<file path="src/rtl/multicycle_ctrl.sv">
// Multi-cycle RV32I control FSM: sequences FETCH/DECODE/EXEC/MEM/WB per instruction,
// drives datapath selects and write enables, traps illegal encodings, counts retirements.
module multicycle_ctrl #(
    parameter int XLEN = 32
) (
    input  logic            clk,
    input  logic            rst,
    input  logic [XLEN-1:0] Inst,
    input  logic            MemReady,
    input  logic            BrEq,
    input  logic            BrLT,
    output logic [2:0]      ImmSel,
    output logic            IRWrite,
    output logic            PCWrite,
    output logic            PCSel,
    output logic            MemRead,
    output logic            MemWrite,
    output logic            RegWEn,
    output logic [1:0]      WBSel,
    output logic            ASel,
    output logic            BSel,
    output logic [1:0]      ALUOp,
    output logic            BrUn,
    output logic            Illegal,
    output logic [XLEN-1:0] InstRet,
    output logic [2:0]      State
);

    typedef enum logic [2:0] {
        S_FETCH  = 3'b000,
        S_DECODE = 3'b001,
        S_EXEC   = 3'b010,
        S_MEM    = 3'b011,
        S_WB     = 3'b100,
        S_TRAP   = 3'b111
    } state_t;

    state_t          state_q, state_d;
    logic [XLEN-1:0] instret_q, instret_d;

    logic [6:0] opcode;
    logic [2:0] funct3;
    logic       is_r, is_i, is_ld, is_st, is_br, is_jal, is_jalr, is_lui, is_aui;
    logic       legal, taken, retire;
    logic [2:0] imm_sel;
    logic       inst_unused;

    assign opcode      = Inst[6:0];
    assign funct3      = Inst[14:12];
    assign inst_unused = ^{Inst[XLEN-1:15], Inst[11:7]};

    assign is_r    = (opcode == 7'b0110011);
    assign is_i    = (opcode == 7'b0010011);
    assign is_ld   = (opcode == 7'b0000011);
    assign is_st   = (opcode == 7'b0100011);
    assign is_br   = (opcode == 7'b1100011);
    assign is_jal  = (opcode == 7'b1101111);
    assign is_jalr = (opcode == 7'b1100111);
    assign is_lui  = (opcode == 7'b0110111);
    assign is_aui  = (opcode == 7'b0010111);

    // funct3 010/011 has no branch encoding, so it traps like an unknown opcode
    assign legal = (is_r | is_i | is_ld | is_st | is_jal | is_jalr | is_lui | is_aui)
                 | (is_br & (funct3[2:1] != 2'b01));

    always_comb begin
        taken = 1'b0;
        case (funct3)
            3'b000:          taken = BrEq;
            3'b001:          taken = ~BrEq;
            3'b100, 3'b110:  taken = BrLT;
            3'b101, 3'b111:  taken = ~BrLT;
            default:         taken = 1'b0;
        endcase
    end

    always_comb begin
        imm_sel = 3'b000;
        if (is_st)                 imm_sel = 3'b001;
        else if (is_br)            imm_sel = 3'b010;
        else if (is_jal)           imm_sel = 3'b100;
        else if (is_lui | is_aui)  imm_sel = 3'b101;
    end

    always_comb begin
        state_d  = state_q;
        ImmSel   = 3'b000;
        IRWrite  = 1'b0;
        PCWrite  = 1'b0;
        PCSel    = 1'b0;
        MemRead  = 1'b0;
        MemWrite = 1'b0;
        RegWEn   = 1'b0;
        WBSel    = 2'b00;
        ASel     = 1'b0;
        BSel     = 1'b0;
        ALUOp    = 2'b00;
        case (state_q)
            S_FETCH: begin
                MemRead = 1'b1;
                if (MemReady) begin
                    IRWrite = 1'b1;
                    PCWrite = 1'b1;
                    state_d = S_DECODE;
                end
            end
            S_DECODE: begin
                ImmSel  = imm_sel;
                state_d = legal ? S_EXEC : S_TRAP;
            end
            S_EXEC: begin
                ImmSel = imm_sel;
                BSel   = ~is_r;
                ASel   = is_br | is_jal | is_aui;
                if (is_r | is_i) ALUOp = 2'b10;
                else if (is_lui) ALUOp = 2'b11;
                if ((is_br & taken) | is_jal | is_jalr) begin
                    PCWrite = 1'b1;
                    PCSel   = 1'b1;
                end
                if (is_ld | is_st)  state_d = S_MEM;
                else if (is_br)     state_d = S_FETCH;
                else                state_d = S_WB;
            end
            S_MEM: begin
                MemRead  = is_ld;
                MemWrite = is_st;
                if (MemReady) state_d = is_ld ? S_WB : S_FETCH;
            end
            S_WB: begin
                RegWEn = 1'b1;
                if (is_ld)                WBSel = 2'b01;
                else if (is_jal | is_jalr) WBSel = 2'b10;
                state_d = S_FETCH;
            end
            S_TRAP:  state_d = S_TRAP;
            default: state_d = S_FETCH;
        endcase
    end

    assign retire    = ((state_q == S_EXEC) || (state_q == S_MEM) || (state_q == S_WB))
                     && (state_d == S_FETCH);
    assign instret_d = retire ? instret_q + XLEN'(1) : instret_q;

    always_ff @(posedge clk) begin
        if (rst) begin
            state_q   <= S_FETCH;
            instret_q <= '0;
        end else begin
            state_q   <= state_d;
            instret_q <= instret_d;
        end
    end

    assign BrUn    = Inst[13];
    assign Illegal = (state_q == S_TRAP);
    assign InstRet = instret_q;
    assign State   = state_q;

endmodule

</file>
<file path="config.mk">
export PLATFORM = sky130hd
export DESIGN_NAME = multicycle_ctrl
export DESIGN_NICKNAME = d
export VERILOG_FILES = /design/src/rtl/multicycle_ctrl.sv
export SDC_FILE = /design/constraint.sdc
export NUM_CORES = 1
export LEC_CHECK = 0
export BUFFER_PORTS_ARGS = -buffer_cell sky130_fd_sc_hd__buf_2
export CORE_MARGIN = 1.5
export CORE_UTILIZATION = 48
export CTS_BUF_LIST = sky130_fd_sc_hd__clkbuf_4 sky130_fd_sc_hd__clkbuf_8 sky130_fd_sc_hd__clkbuf_16
export DETAILED_ROUTE_END_ITERATION = 10
export PLACE_DENSITY = 0.8
export SLEW_MARGIN = 20
export SYNTH_ARGS = -nofsm -noshare
export SYNTH_HDL_FRONTEND = slang
export SYNTH_SLANG_ARGS = --single-unit
</file>
<file path="constraint.sdc">
create_clock -name clk -period 3.1 [get_ports clk]
set_clock_uncertainty 0.2 [all_clocks]
set_input_delay 0.775 -clock clk [delete_from_list [all_inputs] [get_ports clk]]
set_output_delay 0.775 -clock clk [all_outputs]
set_load 0.05 [all_outputs]
</file>
== Word-level counts from Yosys, hierarchy flattened ==
Cells that the tools add are included.
Storage, ports and cells
  flip-flop bits (word level): 35
  input port bits: 37
  output and inout port bits: 52
  word-level logic and storage cells: 81
Cells by class
  $add $sub $neg: 1
  equal/unequal tests: 20
  mux-type cells: 29
  bitwise logic cells: 20
  reductions and logical operators: 9
Operators with widths (number)
  two-way mux 3 bit: 11
  adder 32 x 1 -> 32 bit, second input constant: 1
  == test 7 x 6 -> 1 bit, second input constant: 3
  == test 7 bit, second input constant: 3
  == test 3 bit, second input constant: 6
  OR 1 bit: 15
  case mux 3 bit (5 select lines): 1
  == test 7 x 5 -> 1 bit, second input constant: 2
  two-way mux 2 bit: 6
  logical NOT 3 bit: 3
  two-way mux 1 bit: 8
  == test 7 x 2 -> 1 bit, second input constant: 1
  == test 3 x 1 -> 1 bit, second input constant: 2
  == test 3 x 2 -> 1 bit, second input constant: 2
  OR reduction 2 bit: 3
  case mux 1 bit (2 select lines): 2
  case mux 1 bit (4 select lines): 1
  NOT 1 bit: 3
  AND 1 bit: 2
  logical OR 1 bit: 2
  inequality test 2 x 1 -> 1 bit, second input constant: 1
  logical AND 1 bit: 1

== Logic depth before layout (Yosys ltp) ==
Gate-level depths: netlist of run 1.
  depth in word-level cells: 13
  mapped depth: 8

== Worst setup path after synthesis of run 1 ==
Ideal clock, no wire load.
  path kind: input port to output port
  start point: input Inst[5]
  end point: output PCWrite
  data arrival time: 2.859 ns
  setup slack: -0.734 ns
  stages on the path: 6
  buffers on the path: 1
  path through: buf_2 -> and3b_1 -> nand2_1 -> or2_2 -> a21oi_1 -> nand2b_1
On the way
  longest elaborated chain between the ends: 6
  elaborated cells between the ends (all ways): 8
  classes of those cells: eq/ne (3); mux (2); bitwise (3)
Ends and longest elaborated chain
  start, declared: line 8  | input logic [XLEN-1:0] Inst,
  == test 7 bit: line 56  | assign is_br = (opcode == 7'b1100011);
  AND 1 bit: line 117  | if ((is_br & taken) | is_jal | is_jalr) begin
  OR 1 bit: line 117
  OR 1 bit *: line 117
  two-way mux 1 bit *: line 117
  case mux 1 bit (2 select lines) *: line 98  | case (state_q)
  end, declared: line 14  | output logic PCWrite,
Mark *: on every way between the ends. The rest lies on a longest branch, timed or not.

== Final worst setup path of run 1 ==
  start point: input Inst[3]
  end point: output PCWrite
The elaborated chain is that of the path after synthesis.

==> reports/qor.yml, run 1 <==
p_seq_share_pct: 36.7
syn_inst: 273
cts_tree: "built"
max_clock_freq_mhz: 328
critical-path-max-stage-delay_ns: 0.32
min_period_ns: 3.05
clk_path_buf_depth: 2
regArea_um2: 701
critPathBufInv: 2
crit_arrival_ns: 2.07
finalNetCount: 383
vias: 2244
finalSetupViolCount: 0
relSlewSlack_pct: 56.0
die-height_um: 69.7
dp.cells: 390
h-tree-depth: 2
vias_per_cell: 5.64
cp-end-kind: "output pin"
path_cells: "buf_2, and4bb_2, nand2_1, or2_2, a21oi_4, nand2b_2, clkbuf_4"
p_comb_share_pct: 30.5
dr.pass1.iters: 4
dpl_cell_area_um2: 2590
stdcell_count: 398
hold_violations: 0
ant_nets: 0
grt_usage_pct: 23.2
netlist_area_um2: 2130
numCtsBuffers: 5
yosysUniqueCellTypes: 52
core_um2: 4320
fillCellCount: 387
grt-ovfl-total: 0
peakVddDrop_mv: 0.245
root_buffer: "clkbuf_8"
post-route-drc-count: 0
multiInputGateArea_um2: 1360
async_reset_ff_share_pct: 0
holdWs_ns: 0.304
power_switching_share_pct: 37.2
ys_ff_latch: 35
die_x_um: 69.7
power_density_nw_per_um2: 500
clk-insertion-delay-late_ns: 0.30
wire_per_inst_um: 13.9
cp-start-kind: "input port"
grt_pass1_vias: 2020
clock_sinks: 35
clock_power_share_pct: 32.8
final_area_um2: 2720
layout_common_cells: "buf_2, dfxtp_1, nor2_1"
antenna_found_initial: 0
synth_nets: 311
io_buffers: 66
start_util_pct: 49.4
hpwlAfterDp_um: 4050
crit_family: "simple AND/OR/NAND/NOR gates"
grt_pass1_wl_um: 9250
yosysWarnings: 0
cpMaxStageDelayCell: "or2_2"
drt_iter0_drc: 131
intPower_w: 0.000854
yosysSeqAreaShare_pct: 32.8
worstHoldPathType: "flop to flop"
place_congestion: 0.873
clk_pin_slew_ns: 0.07
totalWireLength_um: 5540
status: "completed"
ys.flop_type: "dfxtp_1"
layout_commonest_cell: "buf_2"
worst_pin_slew_ns: 0.660
dieArea_um2: 4860
grt_setup_unrepaired: "no"
grt_max_degree: 37
cts.hold.buffers_added: 0
final_layout_size_suffix_gt1_share_pct: 31.8
areaGrowthSynthToFinish_pct: 27.3
syn_area_per_cell_um2: 7.82
p_leak_nw: 1.09
antenna_cells: 0
rows: 24
drv_cap: 0
path_max_fanout: 3
num_io_pins: 89
drv_slew: 0
cp.required_ns: 2.12
switching_power_w: 0.000505
synth_edf_count: 0
worstSetupPathType: "input port to output pin"
post-route-period-util_pct: 98.3
-- worst min-delay path: cells and delay by family, from the launching register on --
kind,cells,cell delay [ns]
AOI/OAI and AO/OA,2,0.13
DFF,1,0.33
-- power by group through the flow --
stage	logic (W)	registers (W)	clock network [W]
2_1_floorplan	0.000284	0.000536	0
3_3_place_gp	0.000396	0.000506	0
3_5_place_dp	0.000403	0.000507	0
4_1_cts	0.000406	0.000497	0.000452
5_1_grt	0.000440	0.000501	0.000475
6_report	0.000415	0.000498	0.000446
-- sequential cells by signal, indices dropped and copies added (netlist names) --
register	flops
InstRet	32
State	3
-- layer usage --
layer  vias to the layer above  GRT usage [%]  part of all wire, %
met2                        55           37.6                   47
met3                         8           5.52                  4.6
met1                      1040           30.6                   47
met5                         -              0                    0
met4                         0           7.48                  1.5
li1                       1141              -                    -
-- worst paths after layout --
kind,slack [ns],to,from,cells past startpoint
worst max register to register,0.48,InstRet[11],State[2],7
worst min-delay path,0.30,InstRet[14],InstRet[14],2
worst min register to register,0.30,InstRet[14],InstRet[14],2
worst max-delay path,0.05,PCWrite,Inst[3],7
-- kinds of logic after synthesis --
kind of cell / share of synthesized area [%]
xor+xnor: 5.74
buf+inv: 5.57
fa+ha+maj: 0.586
flops: 32.8
simple gates: 38.6
compound gates: 16.7
-- timing repair --
| action | 4_1_cts | 5_1_grt |
|---|---|---|
| setup buffers | 0 | 0 |
| endpoints found under the setup margin | 0 | 3 |
| resized for setup | 0 | 4 |
-- through the flow --
step                      setup WS, ns  setup TNS [ns]  util [%]  power, W
after floorplan                 -0.192          -0.378         -  0.000821
after global placement          0.0295               0      59.8  0.000903
after detailed placement        0.0296               0      59.8  0.000910
after CTS                       0.0262               0      62.6   0.00135
after global routing           0.00345               0      62.8   0.00142
final                           0.0541               0      62.8   0.00136
-- final cells by class --
type	count	area share (%)
sequential	35	25.8
tap	52	2.40
inverter	10	1.38
multi-input combinational	214	49.9
timing repair buffer	79	16.0
clock inverter	2	1.43
clock buffer	6	3.04
-- Yosys cell counts (2+ instances only) --
cell type,number,area (um2)
a21oi_1,26,130
a31oi_1,2,12.5
and2_1,3,18.8
and3_1,5,31.3
and4_1,5,43.8
buf_2,2,10.0
buf_6,3,33.8
clkbuf_1,7,26.3
dfxtp_1,35,701
inv_1,10,37.5
nand2_1,22,82.6
nand2b_1,4,25.0
nand3_1,17,85.1
nand4_1,10,62.6
nor2_1,26,97.6
nor3_1,5,25.0
nor4_1,8,50.1
o21ai_0,17,85.1
o41ai_1,2,17.5
or2_2,4,25.0
or2b_1,2,15.0
or3_1,15,93.8
or4b_1,2,20.0
xnor2_1,11,96.3
xor2_1,3,26.3
Note: power is estimated with default switching activity, not from simulation.
==> run 2, diff against run 1 <==
Clock period 3.1 ns to 3.4 ns, I/O delays scaled along.
==> reports/qor.yml, run 2 (synthesis results as in run 1) <==
max_clock_freq_mhz: 309
grt_usage_pct: 21.6
post-route-period-util_pct: 95.3
totalWireLength_um: 5100
cp.required_ns: 2.35
vias_per_cell: 5.62
cts.hold.buffers_added: 0
path_cells: "buf_2, and4bb_2, nand2_1, or2_2, a21oi_2, nand2b_2, buf_2"
clk_pin_slew_ns: 0.07
power_density_nw_per_um2: 429
worstSetupPathType: "input port to output pin"
crit_arrival_ns: 2.19
clock_sinks: 35
core_um2: 4320
worstHoldPathType: "flop to flop"
dpl_cell_area_um2: 2510
antenna_found_initial: 0
grt_max_degree: 37
min_period_ns: 3.24
cts_tree: "built"
cpMaxStageDelayCell: "and4bb_2"
hpwlAfterDp_um: 3800
drv_cap: 0
reg2reg_slack_ns: 0.81
h-tree-depth: 2
crit_top_cell: "buf_2"
areaGrowthSynthToFinish_pct: 21.6
grt_setup_unrepaired: "no"
die-height_um: 69.7
fillCellCount: 414
critical-path-max-stage-delay_ns: 0.32
cts_setup_buffers: 0
crit_family: "simple AND/OR/NAND/NOR gates"
worst_pin_slew_ns: 0.656
num_io_pins: 89
clk-insertion-delay-late_ns: 0.28
rows: 24
layout_commonest_cell: "buf_2"
post-route-drc-count: 0
dieArea_um2: 4860
finalSetupViolCount: 0
root_buffer: "clkbuf_8"
layout_common_cells: "buf_2, dfxtp_1, nor2_1"
clk_path_buf_depth: 2
final_area_um2: 2590
start_util_pct: 49.4
postCtsResizedCells: 0
p_leak_nw: 1.04
finalNetCount: 375
grt-ovfl-total: 0
drv_slew: 0
ant_nets: 0
status: "completed"
io_buffers: 66
final_core_util_pct: 60.0
path_max_fanout: 6
grt_pass1_vias: 1958
wire_per_inst_um: 13.1
vias: 2193
cp-start-kind: "input port"
dr.pass1.iters: 4
die_x_um: 69.7
grt_pass1_wl_um: 8710
antenna_cells: 0
drt_iter0_drc: 110
final_layout_size_suffix_gt1_share_pct: 29.9
numCtsBuffers: 5
place_congestion: 0.845
largest_reg_flops: 32
critPathBufInv: 2
cp-end-kind: "output pin"
peakVddDrop_mv: 0.250
hold_violations: 0
relSlewSlack_pct: 56.2
-- run 2: changes by cell type in the layout (fill, tap and decap cells not counted), sizes merged --
cell,change
clkbuf,-1
inv,-1
buf,-6
bufinv,-1
clkinv,+1
-- run 2: where the power goes --
part	internal (W)	total, W	switching [W]
registers	0.000423	0.000453	0.0000305
logic	0.000103	0.000360	0.000256
clock network	0.000160	0.000301	0.000142
-- run 2: worst register-to-register path: cells and delay by family (launching register included) --
family | cells | cell delay [ns]
and+or+nand+nor | 4 | 0.99
AOI/OAI and AO/OA | 2 | 0.45
DFF | 1 | 0.63
buffers and inverters | 1 | 0.22
-- run 2: layer usage --
layer  share of wire [%]  vias to the layer above  GRT usage (%)
li1                    -                     1123              -
met1                  47                     1026           29.6
met2                  47                       39           34.0
met3                 4.8                        5           5.52
met4                 1.0                        0           5.77
met5                   0                        -              0
-- run 2: final cells by class --
type / instances / area, um2 / share of cell area, %
clock buffer: 7 / 83.8 / 3.23
timing repair buffer: 71 / 368 / 14.2
clock inverter: 1 / 5.00 / 0.193
multi-input combinational: 214 / 1340 / 51.4
tap: 52 / 65.1 / 2.51
sequential: 35 / 701 / 27.0
inverter: 10 / 37.5 / 1.45
-- run 2: path summary, 6_finish.rpt --
path	from	depth (start not counted)	end
max	Inst[2]	7	PCWrite
min	InstRet[29]	2	InstRet[29]
max reg2reg	State[2]	7	InstRet[3]
min reg2reg	InstRet[29]	2	InstRet[29]
-- run 2: metrics by stage --
| stage | cells | hold slack [ns] | worst slack [ns] | setup TNS (ns) | power, W |
|---|---|---|---|---|---|
| 2_1_floorplan | 273 | 0.508 | -0.168 | -0.331 | 0.000747 |
| 3_3_place_gp | 382 | 0.276 | 0.158 | 0 | 0.000812 |
| 6_report | 390 | 0.296 | 0.159 | 0 | 0.00111 |
| 4_1_cts | 390 | 0.300 | 0.155 | 0 | 0.00112 |
| 5_1_grt | 390 | 0.328 | 0.0764 | 0 | 0.00117 |
| 3_5_place_dp | 382 | 0.289 | 0.157 | 0 | 0.000821 |
==> run 3, diff against run 2 <==
Settings changed: CORE_ASPECT_RATIO from default to 1.4.
==> reports/qor.yml, run 3 (synthesis results as in run 1) <==
grt_max_degree: 37
worst_slack_ns: 0.115
post-route-period-util_pct: 96.6
cts_tree: "built"
numCtsBuffers: 5
core_um2: 4240
clk_path_buf_depth: 2
start_util_pct: 50.4
crit_top_cell: "buf_2"
num_io_pins: 89
layout_common_cells: "buf_2, dfxtp_1, nor2_1"
cts.hold.buffers_added: 0
layout_commonest_cell: "buf_2"
dieArea_um2: 4860
postCtsResizedCells: 0
final_area_um2: 2600
io_buffers: 66
min_period_ns: 3.29
max_clock_freq_mhz: 304
grt_setup_unrepaired: "no"
final_layout_size_suffix_gt1_share_pct: 29.7
crit_arrival_ns: 2.24
power_density_nw_per_um2: 429
path_max_fanout: 5
antenna_found_initial: 0
cp-end-kind: "output pin"
grt_pass1_vias: 2039
worstHoldPathType: "flop to flop"
drv_cap: 0
grt-ovfl-total: 0
grt_pass1_wl_um: 8930
post-route-drc-count: 0
rows: 28
areaGrowthSynthToFinish_pct: 22.0
dp_slack_ns: 0.121
hold_violations: 0
finalNetCount: 375
drv_slew: 0
cpMaxStageDelayCell: "and4bb_1"
finalSetupViolCount: 0
final_core_util_pct: 61.4
clock_sinks: 35
clk-insertion-delay-late_ns: 0.28
cp.required_ns: 2.35
root_buffer: "clkbuf_8"
h-tree-depth: 2
grt_usage_pct: 23.4
clk_pin_slew_ns: 0.06
peakVddDrop_mv: 0.351
ant_nets: 0
drt_iter0_drc: 95
place_congestion: 0.819
worstSetupPathType: "input port to output pin"
vias_per_cell: 5.68
dpl_cell_area_um2: 2520
status: "completed"
cp-start-kind: "input port"
totalWireLength_um: 5330
antenna_cells: 0
critical-path-max-stage-delay_ns: 0.36
relSlewSlack_pct: 56.2
p_leak_nw: 1.04
die-height_um: 81.9
vias: 2255
hpwlAfterDp_um: 4040
wire_per_inst_um: 13.4
worst_pin_slew_ns: 0.658
largest_reg_flops: 32
cts_setup_buffers: 0
path_cells: "buf_2, and4bb_1, nand3_1, or2_2, a31oi_1, buf_2"
dr.pass1.iters: 4
die_x_um: 59.4
==> run 3: routing by layer <==
layer	share of wire [%]	global-route usage, %
met5	0	0
met4	3.6	12.7
met3	5.2	4.25
met2	51	40.5
met1	40	26.4
==> run 3: area by class of cell <==
cell class              instances  area, um2
clock buffers                   6       82.6
multi-input cells             214       1340
inverters                      10       37.5
flip-flops and latches         35        701
fillers                       413       1640
repair buffers                 71        368
clock inverters                 1       5.00
well taps                      60       75.1
==> run 3: critical path: cells and delay by family <==
family                 cells  cell delay [ns]
and+or+nand+nor            3             0.84
buffers and inverters      2             0.40
AOI/OAI and AO/OA          1             0.15
==> run 3: path summary, 6_finish.rpt <==
| check | from | cells after the start | to | slack [ns] |
|---|---|---|---|---|
| worst min register to register | InstRet[4] | 2 | InstRet[4] | 0.30 |
| worst min-delay path | InstRet[4] | 2 | InstRet[4] | 0.30 |
| worst max-delay path | Inst[6] | 6 | ASel | 0.11 |
| worst max register to register | State[2] | 7 | InstRet[12] | 0.71 |
==> run 3: through the flow <==
step | cells | setup TNS, ns | hold WS [ns] | total power (W)
floorplan | 273 | -0.331 | 0.508 | 0.000747
global placement | 390 | 0 | 0.274 | 0.000817
detailed placement | 390 | 0 | 0.289 | 0.000821
CTS | 397 | 0 | 0.300 | 0.00112
global route | 397 | 0 | 0.334 | 0.00117
finish | 397 | 0 | 0.298 | 0.00112
==> run 3: where the power goes <==
part,leakage [nW],switching [W],internal (W)
clock network,0.0470,0.000141,0.000159
logic,0.706,0.000257,0.000104
registers,0.282,0.0000328,0.000423
